==> config.mk <==
export PLATFORM = sky130hd
export DESIGN_NAME = baud_tick_gen
export DESIGN_NICKNAME = d
export VERILOG_FILES = /design/src/rtl/baud_pkg.sv /design/src/rtl/frac_period_cnt.sv /design/src/rtl/baud_tick_gen.sv
export SDC_FILE = /design/constraint.sdc
export NUM_CORES = 1
export LEC_CHECK = 0
export BUFFER_PORTS_ARGS = -buffer_cell sky130_fd_sc_hd__buf_4
export CORE_MARGIN = 2
export CORE_UTILIZATION = 54
export CTS_CLUSTER_DIAMETER = 100
export CTS_CLUSTER_SIZE = 16
export DETAILED_ROUTE_END_ITERATION = 8
export PLACE_DENSITY = 0.76
export SLEW_MARGIN = 0
export SYNTH_ARGS = -nofsm -noshare
export SYNTH_HDL_FRONTEND = slang
export SYNTH_SLANG_ARGS = --single-unit
==> constraint.sdc <==
create_clock -name clk -period 3.7 [get_ports clk]
set_input_delay 0.37 -clock clk [delete_from_list [all_inputs] [get_ports clk]]
set_output_delay 0.37 -clock clk [all_outputs]
set_load 0.02 [all_outputs]
==> src/rtl/baud_pkg.sv <==
`default_nettype none
// ============================================================================
//  Module      : baud_pkg
//  Description : Shared types and constants for the fractional baud tick
//                generator (FSM state encoding, divisor floor, OVS helper).
//  Revision    : 1.0 - initial release
// ============================================================================
package baud_pkg;

   // Run-state of the tick generator
   typedef enum logic [0:0] {
      IDLE = 1'b0,
      RUN  = 1'b1
   } state_t;

   // Smallest integer divisor accepted; smaller loads are clamped to this
   localparam int unsigned DIV_MIN = 2;

   // Oversample index at which the mid-bit sample tick is issued
   function automatic int unsigned half_of(input int unsigned ovs);
      return ovs / 2;
   endfunction

endpackage
`default_nettype wire

==> src/rtl/frac_period_cnt.sv <==
`default_nettype none
// ============================================================================
//  Module      : frac_period_cnt
//  Description : Oversample period counter with fractional phase accumulator.
//                Each period lasts div_int clocks, or div_int+1 when the
//                previous period end produced an accumulator carry.
//  Ports       : clk, rst       - clock, synchronous active-high reset
//                clear          - hold counter/accumulator at zero, no ticks
//                restart        - phase restart; this cycle counts as clock 0
//                div_int/frac   - active divisor (div_int >= 2)
//                period_end     - combinational: current cycle ends a period
//                ovs_tick       - registered one-cycle pulse per period
//  Revision    : 1.0 - initial release
// ============================================================================
module frac_period_cnt
   import baud_pkg::*;
#(
   parameter int CNT_W  = 16,
   parameter int FRAC_W = 4
) (
   input  logic              clk,
   input  logic              rst,
   input  logic              clear,
   input  logic              restart,
   input  logic [CNT_W-1:0]  div_int,
   input  logic [FRAC_W-1:0] div_frac,
   output logic              period_end,
   output logic              ovs_tick
);

   logic [CNT_W-1:0]  r_cnt;
   logic [FRAC_W-1:0] r_acc;
   logic              r_extra;
   logic              r_ovs_tick;
   logic [CNT_W-1:0]  w_last;
   logic [FRAC_W:0]   w_sum;

   always_comb begin
      // Last count of the period; div_int >= 2 keeps this within CNT_W even
      // when div_int is all-ones and the period is stretched by one.
      w_last     = div_int - CNT_W'(1) + {{(CNT_W-1){1'b0}}, r_extra};
      w_sum      = {1'b0, r_acc} + {1'b0, div_frac};
      period_end = !clear && !restart && (r_cnt >= w_last);
   end

   always_ff @(posedge clk) begin
      if (rst || clear) begin
         r_cnt      <= '0;
         r_acc      <= '0;
         r_extra    <= 1'b0;
         r_ovs_tick <= 1'b0;
      end else if (restart) begin
         // The restart cycle itself is clock 0 of the new period, giving the
         // same latency as a cold start out of IDLE.
         r_cnt      <= CNT_W'(1);
         r_acc      <= '0;
         r_extra    <= 1'b0;
         r_ovs_tick <= 1'b0;
      end else if (period_end) begin
         r_cnt      <= '0;
         r_acc      <= w_sum[FRAC_W-1:0];
         r_extra    <= w_sum[FRAC_W];
         r_ovs_tick <= 1'b1;
      end else begin
         r_cnt      <= r_cnt + CNT_W'(1);
         r_ovs_tick <= 1'b0;
      end
   end

   assign ovs_tick = r_ovs_tick;

endmodule
`default_nettype wire

==> src/rtl/baud_tick_gen.sv <==
`default_nettype none
// ============================================================================
//  Module      : baud_tick_gen
//  Description : Fractional baud-rate tick generator. Produces oversample,
//                bit and mid-bit ticks; divisor is double-buffered and only
//                changes at bit boundaries (or at once while idle).
//  Ports       : clk, rst            - clock, synchronous active-high reset
//                en                  - run enable (low => IDLE, counters clear)
//                div_int, div_frac   - divisor inputs
//                div_load            - strobe capturing divisor into shadow
//                sync                - phase restart (RX start edge), RUN only
//                ovs_tick, bit_tick, mid_tick - registered 1-cycle pulses
//                cfg_err             - sticky: a loaded div_int was < 2
//  Revision    : 1.0 - initial release
// ============================================================================
module baud_tick_gen
   import baud_pkg::*;
#(
   parameter int CNT_W  = 16,
   parameter int FRAC_W = 4,
   parameter int OVS    = 16
) (
   input  logic              clk,
   input  logic              rst,
   input  logic              en,
   input  logic [CNT_W-1:0]  div_int,
   input  logic [FRAC_W-1:0] div_frac,
   input  logic              div_load,
   input  logic              sync,
   output logic              ovs_tick,
   output logic              bit_tick,
   output logic              mid_tick,
   output logic              cfg_err
);

   localparam int IDX_W = $clog2(OVS);
   localparam int MID   = half_of(OVS);
   localparam logic [IDX_W-1:0] c_idx_last    = IDX_W'(OVS - 1);
   localparam logic [IDX_W-1:0] c_idx_pre_mid = IDX_W'(MID - 1);
   localparam logic [CNT_W-1:0] c_div_min     = CNT_W'(DIV_MIN);

   state_t            r_state;
   state_t            w_state_nxt;
   logic [CNT_W-1:0]  r_shadow_int;
   logic [FRAC_W-1:0] r_shadow_frac;
   logic [CNT_W-1:0]  r_active_int;
   logic [FRAC_W-1:0] r_active_frac;
   logic [IDX_W-1:0]  r_idx;
   logic              r_bit_tick;
   logic              r_mid_tick;
   logic              r_cfg_err;

   logic              w_load_low;
   logic [CNT_W-1:0]  w_load_int;
   logic              w_clear;
   logic              w_restart;
   logic              w_period_end;
   logic              w_bit_evt;
   logic              w_mid_evt;

   always_comb begin
      w_load_low = div_int < c_div_min;
      w_load_int = w_load_low ? c_div_min : div_int;
      w_clear    = !en;
      // en low wins over sync; sync is ignored outside RUN
      w_restart  = en && sync && (r_state == RUN);
      w_bit_evt  = w_period_end && (r_idx == c_idx_last);
      w_mid_evt  = w_period_end && (r_idx == c_idx_pre_mid);
   end

   // ---------------- FSM ----------------
   always_ff @(posedge clk) begin
      if (rst) begin
         r_state <= IDLE;
      end else begin
         r_state <= w_state_nxt;
      end
   end

   always_comb begin
      w_state_nxt = r_state;
      case (r_state)
         IDLE:    if (en)  w_state_nxt = RUN;
         RUN:     if (!en) w_state_nxt = IDLE;
         default: w_state_nxt = IDLE;
      endcase
   end

   // ---------------- Shadow / active divisor ----------------
   always_ff @(posedge clk) begin
      if (rst) begin
         r_shadow_int  <= c_div_min;
         r_shadow_frac <= '0;
         r_active_int  <= c_div_min;
         r_active_frac <= '0;
      end else begin
         if (div_load) begin
            r_shadow_int  <= w_load_int;
            r_shadow_frac <= div_frac;
         end
         if (r_state == IDLE) begin
            // Nothing is counting, so a new divisor can take effect at once
            if (div_load) begin
               r_active_int  <= w_load_int;
               r_active_frac <= div_frac;
            end else begin
               r_active_int  <= r_shadow_int;
               r_active_frac <= r_shadow_frac;
            end
         end else if (w_restart || w_bit_evt) begin
            // Old shadow value: a load coinciding with this edge waits for
            // the next bit boundary.
            r_active_int  <= r_shadow_int;
            r_active_frac <= r_shadow_frac;
         end
      end
   end

   always_ff @(posedge clk) begin
      if (rst) begin
         r_cfg_err <= 1'b0;
      end else if (div_load && w_load_low) begin
         r_cfg_err <= 1'b1;
      end
   end

   // ---------------- Oversample index and bit/mid decode ----------------
   always_ff @(posedge clk) begin
      if (rst || w_clear || w_restart) begin
         r_idx      <= '0;
         r_bit_tick <= 1'b0;
         r_mid_tick <= 1'b0;
      end else begin
         r_bit_tick <= w_bit_evt;
         r_mid_tick <= w_mid_evt;
         if (w_period_end) begin
            r_idx <= w_bit_evt ? '0 : r_idx + IDX_W'(1);
         end
      end
   end

   frac_period_cnt #(
      .CNT_W  (CNT_W),
      .FRAC_W (FRAC_W)
   ) u_period (
      .clk        (clk),
      .rst        (rst),
      .clear      (w_clear),
      .restart    (w_restart),
      .div_int    (r_active_int),
      .div_frac   (r_active_frac),
      .period_end (w_period_end),
      .ovs_tick   (ovs_tick)
   );

   assign bit_tick = r_bit_tick;
   assign mid_tick = r_mid_tick;
   assign cfg_err  = r_cfg_err;

endmodule
`default_nettype wire

==> out/metrics.csv, run 1 <==
metric,value,unit
r2r startpoint,u_period.r_extra$_SDFFE_PP0P_,
RSZ-0062 raised after global routing,true,
Post-DRT Antenna Nets,0,
"Slowest-stage cell, CP",or4b_4,
most frequent cells in the layout,"dfxtp_1, nor2_1, buf_4, mux2i_1, ha_1",
max-slew violations,0,
# diodes,0,
FMAX,0.2700,GHz
sequential share of power,50.0,%
area growth from synthesis to final layout,25.43,%
Worst R2R Path Depth,18,
Initial Util,55.07,%
maximum vdd drop,0.2784,mV
layout cells sized above 1,24.56,%
cts hold-fix bufs,0,
Final setup viols,1,
vias in the first global route,2802,
worst reg2reg setup slack,-0.004,ns
GRT Util Overall,21.83,%
crit-path cells,"inv_2, ha_4, ha_4, nand2_2, or3_4, or3_4, nor4_4, xnor2_1, ha_1, nand4_1, nor2_2, or4b_4, buf_6, a31oi_4, buf_12, buf_12, buf_16, a32o_1",
Worst Clk Skew,0.009998,ns
Max-slew headroom,11.85,%
asr flop ratio synth,0,%
Post-synth EDFFs,0,
violated checks,negative setup slack,
Syn Nets,452,
final worst slack,-0.004074,ns
post-route insts no fill,536,
reg-to-reg endpoint,r_idx[3]$_SDFFE_PP0P_,
Synth Register Bits,70,
Post-DP HPWL,5227,µm
row count,30,
Final period util,100.1,%
Buf/Inv on CP,5,
NumNets Final,501,
CP Class,reg2reg,
Post-synth top flop,dfxtp_1,
die area,7530,µm²
Pre-antenna DRT Iters,4,
Final Util,69.07,%
Sw Share,27.78,%
first-pass GRT wire length,13160,µm
CP Max Fanout,8,
total CTS buffers,9,
Post-Syn Instances,402,
worst min path class,in2reg,
Via Count,3082,
register area share after synthesis,37.88,%
die width,86.78,µm
routed wire length,8391,µm
Psw,0.0004530,W
Critical Path Max Stage Delay,0.51,ns
hold path cells,3,
Final Hold Viols,0,
Vias/cell,5.750,
Worst EP arrival,3.99,ns
gp weighted congestion,0.7995,
warning count from the yosys run,0,
initial antenna violation count,0,
Hold Path Sink,r_shadow_int[1]$_SDFF_PP1_,
worst path required time,3.98,ns
io pins,29,
Worst-path clk slew,0.08,ns
# Max-Cap Violations,0,
Clock Sinks,70,
H-tree level count,3,
Buffers on Ports,28,
Worst setup SP type,flip-flop,
Yosys top cell by area,dfxtp_1,
WL per Instance,15.65,µm
leak pwr,1.994,nW
# DRC,0,
share of the synthesized area in the top cell type,37.88,%
syn_area_per_cell,9.203,µm²
Placed Cells incl. Taps,504,
status,"complete, but fails checks",
Post-Syn Area,3700,µm²
clock power share,34.2,%
remaining global-route overflow,0,
worst-margin pin slew,1.319,ns
largest net degree at the start of global routing,39,
crit-path leading delay family,simple AND/OR/NAND/NOR gates,
root buffer cell,clkbuf_8,
worst-case clock buffer depth,2,
number of DRC markers after the initial detailed-route iteration,188,
die height,86.78,µm
Yosys cell types,45,
pwr/cell area,351.4,nW/µm²
core area,6719,µm²
Comb pwr share,15.8,%
Tmin final,3.704,ns
ranking of synthesized cells by area,"dfxtp_1, mux2i_1, ha_1, nor2_1, o311a_1",
internal power,0.001178,W
CTS tree,built,
CP Capture Type,flip-flop,
clk_lat worst skew,0.35,ns
"most common cell after layout, fill and taps aside",dfxtp_1,
HP Start,div_int[1],
area by class of cell:
class                      count  area [µm²]
clock inverter                 5       35.03
inverter                      13       48.80
fill                         484        2078
multi-input combinational    297        2280
clock buffer                  11       141.4
tap                           80       100.1
sequential                    70        1404
timing repair buffer          60       631.9
layer usage:
layer | vias to the layer above | track usage [%] | wire (µm)
met3 | 12 | 5.143 | 303
met1 | 1463 | 29.92 | 3980
met2 | 61 | 33.85 | 3991
met5 | - | 0 | 0
li1 | 1546 | - | -
met4 | 0 | 7.386 | 116
worst max-delay path by stage:
stage                                       start                             end  slack [ns]  depth (start not counted)
floorplan            r_active_int[0]$_SDFFE_PP0P_    r_active_int[2]$_SDFFE_PP0P_        0.09                         18
global placement    u_period.r_extra$_SDFFE_PP0P_   u_period.r_extra$_SDFFE_PP0P_       0.005                         17
detailed placement   r_active_int[0]$_SDFFE_PP0P_  u_period.r_acc[1]$_SDFFE_PP0P_       -0.13                         17
CTS                  r_active_int[0]$_SDFFE_PP0P_  u_period.r_acc[2]$_SDFFE_PP0P_       0.002                         18
global route        u_period.r_extra$_SDFFE_PP0P_           r_idx[3]$_SDFFE_PP0P_       -0.15                         18
finish              u_period.r_extra$_SDFFE_PP0P_           r_idx[3]$_SDFFE_PP0P_      -0.004                         18
sequential cells by signal (all words and copies together), names as in the netlist:
signal,flops
r_state,1
u_period.r_extra,1
cfg_err,1
r_shadow_int,16
r_active_int,16
u_period.r_cnt,16
u_period.ovs_tick,1
r_shadow_frac,4
r_active_frac,4
r_idx,4
mid_tick,1
bit_tick,1
u_period.r_acc,4
power groups by stage:
stage / clock network, W / registers (W) / logic [W]
5_1_grt: 0.000595 / 0.000819 / 0.000285
3_5_place_dp: 0 / 0.000828 / 0.000216
4_1_cts: 0.000565 / 0.000813 / 0.000234
6_report: 0.000557 / 0.000816 / 0.000258
2_1_floorplan: 0 / 0.000822 / 0.000151
3_3_place_gp: 0 / 0.000826 / 0.000209
Yosys cell counts (all sizes together) (7+ instances only):
| master | n |
|---|---|
| o21ai | 26 |
| dfxtp | 70 |
| xor2 | 11 |
| nand3 | 12 |
| nand2 | 22 |
| nor2 | 53 |
| nor3 | 7 |
| mux2i | 39 |
| buf | 12 |
| inv | 13 |
| xnor2 | 18 |
| a21oi | 12 |
| o311a | 17 |
| clkbuf | 10 |
| nand4 | 8 |
| ha | 24 |
logic make-up (layout without fill, tap and decap cells):
logic type / count (synthesis) / after routing / share of synthesized area (%)
xor+xnor: 29 / 29 / 6.865
flops: 70 / 70 / 37.88
compound gates: 72 / 72 / 14.37
mux: 39 / 39 / 10.55
fa+ha+maj: 25 / 25 / 8.657
simple gates: 132 / 132 / 17.08
buf+inv: 35 / 89 / 4.599
through the flow:
step	setup TNS, ns	instance area, µm²	hold WS [ns]	power [W]	worst slack (ns)
after floorplan	0	3700	0.4341	0.0009729	0.09234
final	-0.004074	4641	0.2616	0.001631	-0.004074
after detailed placement	-1.413	4034	0.4577	0.001044	-0.1284
after CTS	0	4397	0.2536	0.001611	0.001694
after global routing	-3.048	4641	0.2711	0.001699	-0.1534
after global placement	0	4034	0.4532	0.001035	0.004537
worst reg2reg max path, stage by stage (launching register included):
cell,delay [ns]
dfxtp_2,0.33
inv_2,0.06
ha_4,0.15
ha_4,0.13
nand2_2,0.05
or3_4,0.33
or3_4,0.36
nor4_4,0.16
xnor2_1,0.10
ha_1,0.30
nand4_1,0.14
nor2_2,0.16
or4b_4,0.51
buf_6,0.15
a31oi_4,0.19
buf_12,0.15
buf_12,0.11
buf_16,0.11
a32o_1,0.13
what timing repair did:
| item | CTS | global route |
|---|---|---|
| buffers inserted | 4 | 6 |
| gates resized for setup | 18 | 42 |
| pin swaps | 9 | 11 |
| hold endpoints to repair | 0 | 0 |
| endpoints found under the setup margin | 28 | 47 |
| gates cloned | 2 | 4 |
Power figures use the tool's default switching activity.
==> run 2, diff against run 1 <==
ABC_AREA = 1   (was unset)
CORE_UTILIZATION = 55   (was 54)
PLACE_DENSITY = 0.77   (was 0.76)
==> out/metrics.csv, run 2 <==
metric,value,unit,change
multi-input logic area,2190,µm²,-4.0%
reg-to-reg endpoint,u_period.r_acc[1]$_SDFFE_PP0P_,,
asr flop ratio synth,0,%,unchanged
r2r startpoint,r_active_int[0]$_SDFFE_PP0P_,,
worst-margin pin slew,0.7904,ns,-0.5286 ns
die width,89.48,µm,+3.1%
# diodes,0,,unchanged
status,"complete, no violations",,
leak pwr,2.009,nW,+0.74%
remaining global-route overflow,0,,unchanged
routed wire length,7819,µm,-6.8%
vias in the first global route,3204,,+14%
Post-DP HPWL,5847,µm,+12%
syn_area_per_cell,7.113,µm²,-23%
warning count from the yosys run,0,,unchanged
Setup Buffers After CTS,0,,-4
main combinational cell family by area after synthesis,simple AND/OR/NAND/NOR gates,,
"most common cell after layout, fill and taps aside",nand2_1,,
WL per Instance,11.33,µm,-28%
CP Max Fanout,13,,+5
H-tree level count,3,,unchanged
register area share after synthesis,34.87,%,-3.0 points
ranking of synthesized cells by area,"dfxtp_1, nand2_1, inv_1, ha_1, nor2_1",,
Hold Path Sink,r_shadow_frac[3]$_SDFF_PP0_,,
first-pass GRT wire length,13530,µm,+2.8%
number of DRC markers after the initial detailed-route iteration,160,,-15%
simple-gate share of the synthesized area,29.39,%,+12 points
root buffer cell,clkbuf_8,,
# Max-Cap Violations,0,,unchanged
post-synthesis adder-cell area fraction,7.970,%,-0.69 points
Syn Nets,615,,+36%
Placed Cells incl. Taps,674,,+34%
total CTS buffers,9,,unchanged
worst-case clock buffer depth,2,,unchanged
Worst EP arrival,3.54,ns,-0.45 ns
Final period util,87.97,%,-12 points
worst min path class,in2reg,,
core area,7176,µm²,+6.8%
# DRC,0,,unchanged
final worst slack,0.4451,ns,+0.4491 ns
Post-synth top flop,dfxtp_1,,
dpl ws,0.4166,ns,+0.5450 ns
mux share of post-synthesis cell area,1.775,%,-8.8 points
Final setup viols,0,,-1
worst path required time,3.98,ns,about the same
gp weighted congestion,0.8297,,+3.8%
crit-path cells,"inv_1, ha_1, nand2_1, nor3_2, inv_1, nor2_1, nand2_1, nor4_1, a21oi_1, ha_1, a21oi_1, o21ai_0, a21oi_1, nand2_1, nand2_1, inv_2, nand2_1, nand2_1, a21oi_1",,
Clock Sinks,70,,unchanged
most frequent cell after synthesis,nand2_1,,
initial antenna violation count,0,,unchanged
GRT Util Overall,21.27,%,-0.56 points
Initial Util,56.01,%,+0.94 points
io pins,29,,unchanged
share of the synthesized area in the top cell type,34.87,%,-3.0 points
Tmin final,3.255,ns,-0.4491 ns
post-route insts no fill,690,,+29%
clk_lat worst skew,0.35,ns,about the same
die height,89.48,µm,+3.1%
Post-Syn Instances,565,,+41%
row count,31,,+3.3%
CP Capture Type,flip-flop,,
Yosys cell types,36,,-20%
FMAX,0.3072,GHz,+14%
layout cells sized above 1,13.54,%,-11 points
Post-Syn Area,4019,µm²,+8.6%
Worst Clk Skew,0.009883,ns,-0.0001156 ns
pwr/cell area,391.2,nW/µm²,+11%
RSZ-0062 raised after global routing,false,,
Vias/cell,5.016,,-13%
Worst-path clk slew,0.08,ns,about the same
sequential cell area,1401,µm²,-0.18%
Final Hold Viols,0,,unchanged
CP Class,reg2reg,,
NumNets Final,636,,+27%
Post-synth EDFFs,0,,unchanged
Post-DRT Antenna Nets,0,,unchanged
most used cell along the critical path,nand2_1,,
Synth Area in Compound Gates,11.36,%,-3.0 points
Worst R2R Path Depth,19,,+1
die area,8007,µm²,+6.3%
post-synthesis xor/xnor area fraction,3.923,%,-2.9 points
area growth from synthesis to final layout,11.80,%,
fill cell count,659,,+36%
Pre-antenna DRT Iters,4,,unchanged
max-slew violations,0,,unchanged
Buf/Inv on CP,3,,-2
Via Count,3461,,+12%
final hold slack,0.2740,ns,+0.01244 ns
Buffers on Ports,28,,unchanged
Worst setup SP type,flip-flop,,
hold path cells,3,,unchanged
HP Start,div_frac[3],,
Max-slew headroom,47.25,%,+35 points
maximum vdd drop,0.2877,mV,+3.4%
setup tns final,0,ns,+0.004074 ns
CTS tree,built,,
"Slowest-stage cell, CP",nand2_1,,
worst reg2reg setup slack,0.45,ns,+0.45 ns
Post-CTS Resized,0,,-18
Critical Path Max Stage Delay,0.34,ns,-0.17 ns
"top cells by count, synth","nand2_1, inv_1, nor2_1, dfxtp_1, o21ai_0",,
top flop regs,"r_active_int (16), r_shadow_int (16), u_period.r_cnt (16)",,
Yosys top cell by area,dfxtp_1,,
largest net degree at the start of global routing,35,,-10%
Final Util,62.62,%,-6.5 points
most frequent cells in the layout,"nand2_1, inv_1, nor2_1, dfxtp_1, o21ai_0",,
cts hold-fix bufs,0,,unchanged
Synth Register Bits,70,,unchanged
crit-path leading delay family,simple AND/OR/NAND/NOR gates,,
[run 2: cell types whose count changed after synthesis, moves of 6 or more]
cell      change
a21oi_1      +23
o311a_1      -17
nand2_1      +83
xnor2_1      -14
mux2i_1      -33
o21ai_0      +14
nand3_1      +18
a21oi_2       +7
inv_1        +68
nand3b_1      +6
nor2_1       +22
[run 2: through the flow]
stage	area [µm²]	total power [W]
final	4493	0.001758
after global routing	4493	0.001843
after CTS	4489	0.001768
after detailed placement	4267	0.001078
after global placement	4267	0.001069
after floorplan	4019	0.001013
[run 2: cells by family (layout without fill, tap and decap cells)]
group / after synthesis / in the layout
simple gates: 255 / 255
buf+inv: 106 / 132
compound gates: 84 / 84
flops: 70 / 70
fa+ha+maj: 25 / 25
xor+xnor: 18 / 18
mux: 7 / 7
[run 2: how the worst max path moves through the flow]
| stage | depth (start not counted) | from | to | slack (ns) |
|---|---|---|---|---|
| 6_report | 19 | r_active_int[0]$_SDFFE_PP0P_ | u_period.r_acc[1]$_SDFFE_PP0P_ | 0.45 |
| 5_1_grt | 21 | u_period.r_extra$_SDFFE_PP0P_ | u_period.r_acc[1]$_SDFFE_PP0P_ | 0.0007 |
| 4_1_cts | 21 | r_active_int[0]$_SDFFE_PP0P_ | r_active_int[13]$_SDFFE_PP0P_ | 0.40 |
| 3_5_place_dp | 21 | r_active_int[0]$_SDFFE_PP0P_ | r_active_int[11]$_SDFFE_PP0P_ | 0.42 |
| 3_3_place_gp | 20 | r_active_int[0]$_SDFFE_PP0P_ | r_active_int[12]$_SDFFE_PP0P_ | 0.51 |
| 2_1_floorplan | 21 | r_active_int[0]$_SDFFE_PP0P_ | r_active_int[15]$_SDFFE_PP0P_ | 0.89 |
[run 2: cell type report]
cell class / count / share of cell area, %
multi-input cells: 389 / 48.73
well taps: 99 / 2.757
repair buffers: 31 / 5.263
inverters: 85 / 7.101
flip-flops and latches: 70 / 31.19
clock inverters: 5 / 1.810
clock buffers: 11 / 3.147
[run 2: power breakdown]
part / total (W) / internal (W) / switching [W]
sequential: 0.000808 / 0.000785 / 0.0000236
clock: 0.000697 / 0.000399 / 0.000297
combinational: 0.000253 / 0.000103 / 0.000150
total: 0.00176 / 0.00129 / 0.000471
[run 2: routing by layer]
| layer | share of wire (%) | vias to the layer above | wire length (µm) | global-route usage, % |
|---|---|---|---|---|
| met5 | 0 | - | 0 | 0 |
| met4 | 1.1 | 0 | 86 | 8.820 |
| met3 | 3.8 | 8 | 295 | 3.232 |
| met2 | 45 | 52 | 3503 | 34.28 |
| met1 | 50 | 1551 | 3933 | 28.43 |
| li1 | - | 1850 | - | - |
[run 2: worst min-delay path: stages]
cell,delay [ns]
buf_4,0.08
mux2i_1,0.06
nor2_1,0.08
==> run 3, diff against run 2 <==
MAX_ROUTING_LAYER = met4   (was unset)
==> out/metrics.csv, run 3 (same netlist as run 2, synthesis figures left out) <==
metric,value,unit,change
Worst R2R Path Depth,21,,+2
Post-DRT Antenna Nets,0,,unchanged
NumNets Final,635,,-0.16%
CP Class,reg2reg,,
root buffer cell,clkbuf_8,,
first-pass GRT wire length,14000,µm,+3.5%
# diodes,0,,unchanged
RSZ-0062 raised after global routing,false,,
post-route insts no fill,689,,-0.14%
most frequent cells in the layout,"nand2_1, inv_1, nor2_1, dfxtp_1, o21ai_0",,
initial antenna violation count,0,,unchanged
Final Hold Viols,0,,unchanged
# Max-Cap Violations,0,,unchanged
Comb pwr share,13.4,%,-1.0 points
routed wire length,8169,µm,+4.5%
FMAX,0.3070,GHz,about the same
"most common cell after layout, fill and taps aside",nand2_1,,
Placed Cells incl. Taps,673,,-0.15%
layout cells sized above 1,13.73,%,+0.19 points
final worst slack,0.4423,ns,-0.002725 ns
Worst Clk Skew,0.006174,ns,-0.003708 ns
H-tree level count,3,,unchanged
dpl ws,0.4122,ns,-0.004389 ns
die height,89.48,µm,unchanged
Power Total,0.001923,W,+9.4%
worst path required time,3.99,ns,about the same
worst min path class,in2reg,,
clk_lat worst skew,0.36,ns,about the same
Initial Util,56.01,%,unchanged
Final period util,88.05,%,about the same
Vias/cell,5.058,,+0.84%
worst-case clock buffer depth,2,,unchanged
worst-margin pin slew,0.6793,ns,-0.1111 ns
CTS tree,built,,
internal power,0.001442,W,+12%
die width,89.48,µm,unchanged
hold path cells,3,,unchanged
maximum vdd drop,0.2666,mV,-7.4%
WL per Instance,11.86,µm,+4.6%
sequential share of power,42.1,%,-3.9 points
final hold slack,0.2654,ns,-0.008628 ns
status,"complete, no violations",,
CP Max Fanout,31,,+18
Worst-path clk slew,0.08,ns,about the same
die area,8007,µm²,unchanged
CP Capture Type,flip-flop,,
number of DRC markers after the initial detailed-route iteration,160,,unchanged
total CTS buffers,9,,unchanged
setup tns final,0,ns,unchanged
top flop regs,"r_active_int (16), r_shadow_int (16), u_period.r_cnt (16)",,
Max-slew headroom,54.66,%,+7.4 points
row count,31,,unchanged
Psw,0.0004809,W,+2.1%
GRT Util Overall,23.03,%,+1.8 points
leak pwr,2.040,nW,+1.6%
remaining global-route overflow,0,,unchanged
gp weighted congestion,0.8517,,+2.7%
area growth from synthesis to final layout,13.33,%,
Post-DP HPWL,5983,µm,+2.3%
Buffers on Ports,28,,unchanged
Final setup viols,0,,unchanged
Pre-antenna DRT Iters,4,,unchanged
core area,7176,µm²,unchanged
clock power share,44.6,%,+5.0 points
# DRC,0,,unchanged
pwr/cell area,422.3,nW/µm²,+7.9%
cts hold-fix bufs,0,,unchanged
Via Count,3485,,+0.69%
max-slew violations,0,,unchanged
vias in the first global route,3165,,-1.2%
largest net degree at the start of global routing,35,,unchanged
io pins,29,,unchanged
Worst EP arrival,3.55,ns,about the same
Sw Share,25.00,%,-1.8 points
Clock Sinks,70,,unchanged
Tmin final,3.258,ns,+0.002725 ns
Worst setup SP type,flip-flop,,
==> run 3: cell types whose count changed in the layout (fill, tap and decap cells not counted), sizes merged <==
| cell | before | now |
|---|---|---|
| buf | 31 | 30 |
| bufinv | 2 | 4 |
| inv | 86 | 85 |
| clkinvlp | 1 | 0 |
==> run 3: per-layer routing <==
layer	global-route usage, %	part of all wire, %	vias up
met2	35.29	45	49
met5	-	0	-
li1	-	-	1846
met3	5.540	3.4	10
met1	30.08	50	1580
met4	7.056	1.4	0
==> run 3: final timing paths <==
path / endpoint / start / slack, ns
setup / recovery: r_active_int[13]$_SDFFE_PP0P_ / u_period.r_extra$_SDFFE_PP0P_ / 0.44
hold reg to reg: cfg_err$_SDFFE_PP0P_ / cfg_err$_SDFFE_PP0P_ / 0.46
hold / removal: r_shadow_frac[0]$_SDFF_PP0_ / div_frac[0] / 0.27
setup reg to reg: r_active_int[13]$_SDFFE_PP0P_ / u_period.r_extra$_SDFFE_PP0P_ / 0.44
==> run 3: what timing repair did <==
item,CTS,global route
resized for setup,0,1
setup buffers,0,0
endpoints found under the setup margin,0,1
==> run 3: final cells by class <==
| type | instances | area [µm²] |
|---|---|---|
| clock buffer | 11 | 151.4 |
| clock inverter | 5 | 128.9 |
| fill | 648 | 2621 |
| inverter | 85 | 319.1 |
| multi-input combinational | 389 | 2192 |
| sequential | 70 | 1401 |
| tap | 99 | 123.9 |
| timing repair buffer | 30 | 237.7 |
==> run 3: worst max-delay path, stage by stage (launching register included) <==
cell and delay, ns:
dfxtp_1 0.30, inv_1 0.07, ha_1 0.17, ha_1 0.18, inv_1 0.05, nor2_2 0.15
inv_2 0.05, nor2_2 0.16, nand3_1 0.13, nor4_2 0.18, xor2_1 0.17, inv_1 0.06
ha_1 0.27, nand2_1 0.07, nor3_1 0.18, nand2_1 0.10, nand2_1 0.13, nand3_2 0.24
buf_12 0.26, nand3b_1 0.09, nand2_1 0.05, nor2_1 0.11
==> run 3: stage by stage <==
step / instance area (µm²) / util, %
after floorplan: 4019 / -
after global placement: 4272 / 59.53
after detailed placement: 4272 / 59.53
after CTS: 4552 / 63.43
after global routing: 4554 / 63.47
final: 4554 / 63.47
==> run 3: power groups by stage <==
stage | clock network [W] | logic, W | registers, W
2_1_floorplan | 0 | 0.000194 | 0.000819
3_3_place_gp | 0 | 0.000244 | 0.000825
3_5_place_dp | 0 | 0.000254 | 0.000826
4_1_cts | 0.000866 | 0.000258 | 0.000809
5_1_grt | 0.000903 | 0.000295 | 0.000814
6_report | 0.000857 | 0.000257 | 0.000809
